**src/rtl/clint_pkg.sv**
```systemverilog
// Shared address map, bus FSM states and helpers for the core-local interruptor.
package clint_pkg;

  localparam logic [31:0] CLINT_MSIP        = 32'h0000_0000;
  localparam logic [31:0] CLINT_MTIMECMP_LO = 32'h0000_4000;
  localparam logic [31:0] CLINT_MTIMECMP_HI = 32'h0000_4004;
  localparam logic [31:0] CLINT_MTIME_LO    = 32'h0000_BFF8;
  localparam logic [31:0] CLINT_MTIME_HI    = 32'h0000_BFFC;

  typedef enum logic {S_IDLE, S_RESP} bus_state_e;

  typedef enum logic [2:0] {
    SEL_MSIP, SEL_CMP_LO, SEL_CMP_HI, SEL_TIME_LO, SEL_TIME_HI, SEL_NONE
  } reg_sel_e;

  typedef struct packed {
    logic [31:0] rdata;
    logic        err;
  } resp_t;

  // Misaligned addresses never match a register, so they fall into SEL_NONE.
  function automatic reg_sel_e decode(input logic [31:0] addr);
    reg_sel_e sel;
    sel = SEL_NONE;
    if (addr[1:0] == 2'b00) begin
      case (addr)
        CLINT_MSIP:        sel = SEL_MSIP;
        CLINT_MTIMECMP_LO: sel = SEL_CMP_LO;
        CLINT_MTIMECMP_HI: sel = SEL_CMP_HI;
        CLINT_MTIME_LO:    sel = SEL_TIME_LO;
        CLINT_MTIME_HI:    sel = SEL_TIME_HI;
        default:           sel = SEL_NONE;
      endcase
    end
    return sel;
  endfunction

  function automatic logic [31:0] merge_bytes(input logic [31:0] old,
                                              input logic [31:0] wdata,
                                              input logic [3:0]  wstrb);
    logic [31:0] res;
    res = old;
    for (int b = 0; b < 4; b++)
      if (wstrb[b]) res[b*8 +: 8] = wdata[b*8 +: 8];
    return res;
  endfunction

endpackage

```
**src/rtl/clint_timer.sv**
```systemverilog
// Free-running 64-bit mtime with a TICK_DIV prescaler; a half-word write
// wins over the tick and suppresses that cycle's increment.
module clint_timer
  import clint_pkg::*;
#(
  parameter int TICK_DIV = 1
) (
  input  logic        clk,
  input  logic        reset,
  input  logic        wr_en,
  input  logic        wr_hi,
  input  logic [31:0] wdata,
  output logic [63:0] mtime,
  output logic        tick
);

  localparam int PW = (TICK_DIV > 1) ? $clog2(TICK_DIV) : 1;

  logic [PW-1:0] presc;

  assign tick = (presc == PW'(TICK_DIV - 1));

  always_ff @(posedge clk or negedge reset) begin
    if (!reset) presc <= '0;
    else        presc <= tick ? '0 : presc + PW'(1);
  end

  always_ff @(posedge clk or negedge reset) begin
    if (!reset) begin
      mtime <= '0;
    end else if (wr_en) begin
      if (wr_hi) mtime[63:32] <= wdata;
      else       mtime[31:0]  <= wdata;
    end else if (tick) begin
      mtime <= mtime + 64'd1;
    end
  end

endmodule

```
**src/rtl/clint.sv**
```systemverilog
// Core-local interruptor: msip / mtimecmp / mtime behind a single-outstanding
// request/response port, driving the machine software and timer interrupts.
module clint
  import clint_pkg::*;
#(
  parameter int XLEN     = 32,
  parameter int TICK_DIV = 1,
  parameter int ADDR_W   = 16
) (
  input  logic              clk,
  input  logic              reset,
  input  logic              req_valid,
  output logic              req_ready,
  input  logic              req_we,
  input  logic [ADDR_W-1:0] req_addr,
  input  logic [XLEN-1:0]   req_wdata,
  input  logic [3:0]        req_wstrb,
  output logic              resp_valid,
  input  logic              resp_ready,
  output logic [XLEN-1:0]   resp_rdata,
  output logic              resp_err,
  output logic              software_int_out,
  output logic              timer_int_out
);

  bus_state_e  state, state_nx;
  reg_sel_e    sel;
  resp_t       resp_q;
  logic        acc, err, wr;
  logic        msip;
  logic [63:0] mtimecmp, mtime;
  logic        tick, timer_q;
  logic        time_wr;
  logic [31:0] wdata32, rd_mux, time_wdata;

  assign wdata32 = 32'(req_wdata);
  assign sel     = decode(32'(req_addr));
  assign err     = (sel == SEL_NONE);
  assign acc     = req_valid && (state == S_IDLE);
  assign wr      = acc && req_we && !err;

  // FSM: state register
  always_ff @(posedge clk or negedge reset) begin
    if (!reset) state <= S_IDLE;
    else        state <= state_nx;
  end

  // FSM: next state
  always_comb begin
    state_nx = state;
    case (state)
      S_IDLE:  if (req_valid)  state_nx = S_RESP;
      S_RESP:  if (resp_ready) state_nx = S_IDLE;
      default: state_nx = S_IDLE;
    endcase
  end

  // FSM: outputs
  always_comb begin
    req_ready  = 1'b0;
    resp_valid = 1'b0;
    case (state)
      S_IDLE:  req_ready  = 1'b1;
      S_RESP:  resp_valid = 1'b1;
      default: req_ready  = 1'b0;
    endcase
  end

  // Read data is taken from register state ahead of the accept edge.
  always_comb begin
    rd_mux = '0;
    case (sel)
      SEL_MSIP:    rd_mux = {31'b0, msip};
      SEL_CMP_LO:  rd_mux = mtimecmp[31:0];
      SEL_CMP_HI:  rd_mux = mtimecmp[63:32];
      SEL_TIME_LO: rd_mux = mtime[31:0];
      SEL_TIME_HI: rd_mux = mtime[63:32];
      default:     rd_mux = '0;
    endcase
  end

  always_ff @(posedge clk or negedge reset) begin
    if (!reset) begin
      resp_q <= '0;
    end else if (acc) begin
      resp_q.rdata <= (req_we || err) ? 32'b0 : rd_mux;
      resp_q.err   <= err;
    end
  end

  assign resp_rdata = XLEN'(resp_q.rdata);
  assign resp_err   = resp_q.err;

  always_ff @(posedge clk or negedge reset) begin
    if (!reset) begin
      msip     <= 1'b0;
      mtimecmp <= '1;
    end else if (wr) begin
      case (sel)
        SEL_MSIP:   if (req_wstrb[0]) msip <= wdata32[0];
        SEL_CMP_LO: mtimecmp[31:0]  <= merge_bytes(mtimecmp[31:0],  wdata32, req_wstrb);
        SEL_CMP_HI: mtimecmp[63:32] <= merge_bytes(mtimecmp[63:32], wdata32, req_wstrb);
        default: ;
      endcase
    end
  end

  // An all-zero strobe is a true no-op: it must not stall the tick either.
  assign time_wr    = wr && (req_wstrb != 4'b0) &&
                      ((sel == SEL_TIME_LO) || (sel == SEL_TIME_HI));
  assign time_wdata = merge_bytes((sel == SEL_TIME_HI) ? mtime[63:32] : mtime[31:0],
                                  wdata32, req_wstrb);

  clint_timer #(.TICK_DIV(TICK_DIV)) u_timer (
    .clk   (clk),
    .reset (reset),
    .wr_en (time_wr),
    .wr_hi (sel == SEL_TIME_HI),
    .wdata (time_wdata),
    .mtime (mtime),
    .tick  (tick)
  );

  // Compare runs on the registered values, so the interrupt trails the update by one cycle.
  always_ff @(posedge clk or negedge reset) begin
    if (!reset) timer_q <= 1'b0;
    else        timer_q <= (mtime >= mtimecmp);
  end

  assign software_int_out = msip;
  assign timer_int_out    = timer_q;

endmodule

```
**config.mk**
```make
export PLATFORM = sky130hd
export DESIGN_NAME = clint
export DESIGN_NICKNAME = d
export VERILOG_FILES = /design/src/rtl/clint_pkg.sv /design/src/rtl/clint_timer.sv /design/src/rtl/clint.sv
export SDC_FILE = /design/constraint.sdc
export NUM_CORES = 1
export LEC_CHECK = 0
export ABC_AREA = 0
export CORE_AREA = 2 2 233 143
export CTS_CLUSTER_DIAMETER = 100
export DETAILED_ROUTE_END_ITERATION = 16
export DIE_AREA = 0 0 235 145
export PLACE_DENSITY = 0.61
export RECOVER_POWER = 50
export SYNTH_ARGS = -nofsm -noshare
export SYNTH_HDL_FRONTEND = slang
export SYNTH_SLANG_ARGS = --single-unit
```
**constraint.sdc**
```tcl
create_clock -name clk -period 3.13 [get_ports clk]
set_clock_uncertainty 0.05 [all_clocks]
set_input_delay 0.4695 -clock clk [delete_from_list [all_inputs] [get_ports clk]]
set_output_delay 0.4695 -clock clk [all_outputs]
set_load 0.01 [all_outputs]
```
==> results_dict.tcl <==
set metrics [dict create \
    cp.arrival_ns 3.38 \
    power_switching_mw 1.34 \
    r2r_cells 8 \
    crit_path_top_delay_cell "dfrtp_1" \
    min_from "resp_rdata[16]" \
    max-cap-violations 2 \
    worstPathMaxFanout 12 \
    outcome "complete, but fails checks" \
    regToRegEndpoint "u_timer.mtime[54]" \
    nets 1500 \
    first_iter_violations 1139 \
    r2r-start "u_timer.mtime[1]" \
    cts_root_buffer "clkbuf_16" \
    routed_wl_um 41400 \
    violations "max-capacitance violations, max-slew violations" \
    cp_common_cell "nand3_1" \
    finalHoldViolations 0 \
    cts.sinks 164 \
    cp_num_buf_inv 1 \
    start_util_pct 34.7 \
    synth-edff-count 0 \
    critical-path-top-delay-family "simple AND/OR/NAND/NOR gates" \
    netlist_area_um2 11100 \
    fillers 3100 \
    drtAntennaViolNets 0 \
    min_path_type "flip-flop to flip-flop" \
    critPathCaptureType "flip-flop" \
    place_ws_ns -0.292 \
    hold_depth 2 \
    clockBufferDepth 2 \
    synth_nets 1315 \
    stdcell_count 1815 \
    diodes 0 \
    place_inst 1783 \
    syn_inst 1193 \
    wl_per_cell_um 22.8 \
    post-route-min-period_ns 3.09 \
    postCtsSetupBuffers 0 \
    grt_pass1_wl_um 64800 \
    layout_commonest_cell "buf_4" \
    clock.fmax_ghz 0.324 \
    antenna_found_initial 1 \
    power.leakage_nw 5.63 \
    portBuffers 93 \
    grt_pass1_vias 10600 \
    p_comb_share_pct 11.8 \
    rows 51 \
    async_flop_share_pct 100 \
    postPlaceCellArea_um2 13500 \
    synth_cell_types 79 \
    gr-total-overflow 0 \
    p_int_mw 3.60 \
    maxSlewViolCount 110 \
    peakVddDrop_mv 0.400 \
    power_frac_seq_pct 44.4 \
    holdPathEnd "resp_rdata[16]" \
    required_ns 3.42 \
    synth-seq-cells 164 \
    cts_max_level 4 \
    gp_congestion 0.964 \
    power_mw 4.93 \
    grt_usage_pct 24.5 \
    viasPerCell 5.99 \
    cts_inserted_buffers 17 \
    fin_crit_sh_pct 98.6 \
    die_y_um 145 \
    clk_pin_slew_ns 0.07 \
    critPathLaunchType "flip-flop" \
    swShare_pct 27.1 \
    timing.setup.tns_ns 0 \
    setup_slack_ns 0.0425 \
    die_w_um 235 \
    layout_common_cells "134 x buf_4, 100 x dfrtp_1, 88 x nand2_1" \
    cts_tree "yes" \
    dr.pass1.iters 8 \
    rsz0062_at_grt "false" \
    setup_viol 0 \
    worstMarginPinSlew_ns 2.14 \
    worst-path-stages 8 \
    dieArea_um2 34100 \
    remaining_drc_errors 0 \
    reg2reg_slack_ns 0.04 \
    worstSkewPairLatency_ns 0.46 \
    cp_cell_sequence "ha_1, nand3_1, nor4_1, buf_4, nand3_1, nor3_2, a41oi_1, o21ai_0" \
    synthFlopType "dfrtp_1" \
    critical_path_class "flip-flop to flip-flop" \
    grt_max_degree 76 \
    relSlewSlack_pct -43.0 \
    core_um2 32000 \
    power_density_nw_per_um2 350 \
    post-dp-hpwl_um 31300 \
    fin_util_pct 44.1 \
    postLayoutCellArea_um2 14100 \
    num_vias 10900 \
    clockPowerShare_pct 43.8 \
    slowest_delay_ns 0.49 \
    drive_above_1_share_pct 24.5 \
    synth.avg_cell_area_um2 9.30 \
    area_growth_pct 27.1 \
    holdWs_ns 0.428 \
    yosys_warnings 0 \
    ys_seq_area_share_pct 37.7 \
    io_pins 94 \
]
-- registers in the layout, indices dropped and copies added (netlist names) --
register	flops
mtimecmp	64
resp_err	1
resp_rdata	32
software_int_out	1
state	1
timer_int_out	1
u_timer.mtime	64
-- cells in the mapped netlist, drive strengths merged (6+ instances only) --
cell	instances	area, µm²
and4	8	70.1
nor2b	17	106
nand4	33	221
inv	81	304
a2111o	7	78.8
mux2	69	777
a21oi	83	415
a22o	32	280
a222oi	31	310
or4	7	63.8
o211ai	8	65.1
a2bb2oi	16	140
and3	21	131
nor2	51	208
nor3	22	126
or3	7	43.8
a211oi	29	218
nor4	18	134
nand3	47	235
nand2b	9	56.3
a31oi	10	62.6
dfrtp	100	2500
a2111oi	11	138
buf	29	158
nand2	89	334
mux2i	7	70.1
clkbuf	50	189
o22a	9	78.8
ha	65	813
dfstp	64	1680
o31ai	6	45.0
o21a	14	105
o21ai	81	405
and2	6	37.5
-- kinds of logic after synthesis --
family	synth area share [%]
AO/OA/AOI/OAI	24.8
AND/OR/NAND/NOR	16.6
flip-flops	37.7
buffers and inverters	5.86
multiplexers	7.63
adder cells (fa/ha/maj)	7.33
-- routing by layer --
metal | GRT usage (%) | routed length, µm | vias to the layer above
met5 | 0 | 0 | -
met4 | 7.12 | 724 | 0
met3 | 7.17 | 4050 | 41
met2 | 33.6 | 16600 | 479
met1 | 36.6 | 20000 | 5399
li1 | - | - | 4955
-- area by class of cell --
cell class | instances | area, µm² | share of cell area, %
inverters | 81 | 304 | 2.16
clock buffers | 20 | 447 | 3.17
flip-flops and latches | 164 | 4180 | 29.7
well taps | 424 | 531 | 3.76
clock inverters | 12 | 131 | 0.932
repair buffers | 245 | 2220 | 15.8
multi-input cells | 869 | 6280 | 44.5
-- power by group through the flow --
stage | registers, mW | clock network, mW | logic, mW
6_report | 2.19 | 2.16 | 0.584
5_1_grt | 2.19 | 2.29 | 0.643
4_1_cts | 2.19 | 2.20 | 0.583
3_5_place_dp | 2.23 | 0 | 0.580
3_3_place_gp | 2.22 | 0 | 0.572
2_1_floorplan | 2.25 | 0 | 0.222
-- worst reg2reg max path, stage by stage, from the launching register on --
cell	delay [ns]
dfrtp_1	0.49
ha_1	0.25
nand3_1	0.18
nor4_1	0.47
buf_4	0.30
nand3_1	0.32
nor3_2	0.46
a41oi_1	0.18
o21ai_0	0.28
-- timing repair --
item                       4_1_cts  5_1_grt
hold buffers                     0        0
setup endpoints to repair        0        1
hold endpoints to repair         0        0
gates resized for setup          0        1
-- worst max path at each step --
stage | start | endpoint | slack [ns]
global placement | req_addr[1] | u_timer.mtime[41] | -0.29
finish | u_timer.mtime[1] | u_timer.mtime[54] | 0.04
CTS | u_timer.mtime[1] | u_timer.mtime[54] | 0.03
floorplan | req_addr[1] | u_timer.mtime[31] | 0.39
detailed placement | req_addr[1] | u_timer.mtime[41] | -0.29
global route | u_timer.mtime[1] | u_timer.mtime[30] | 0.03
No activity file was read; power rests on OpenSTA's default activity.
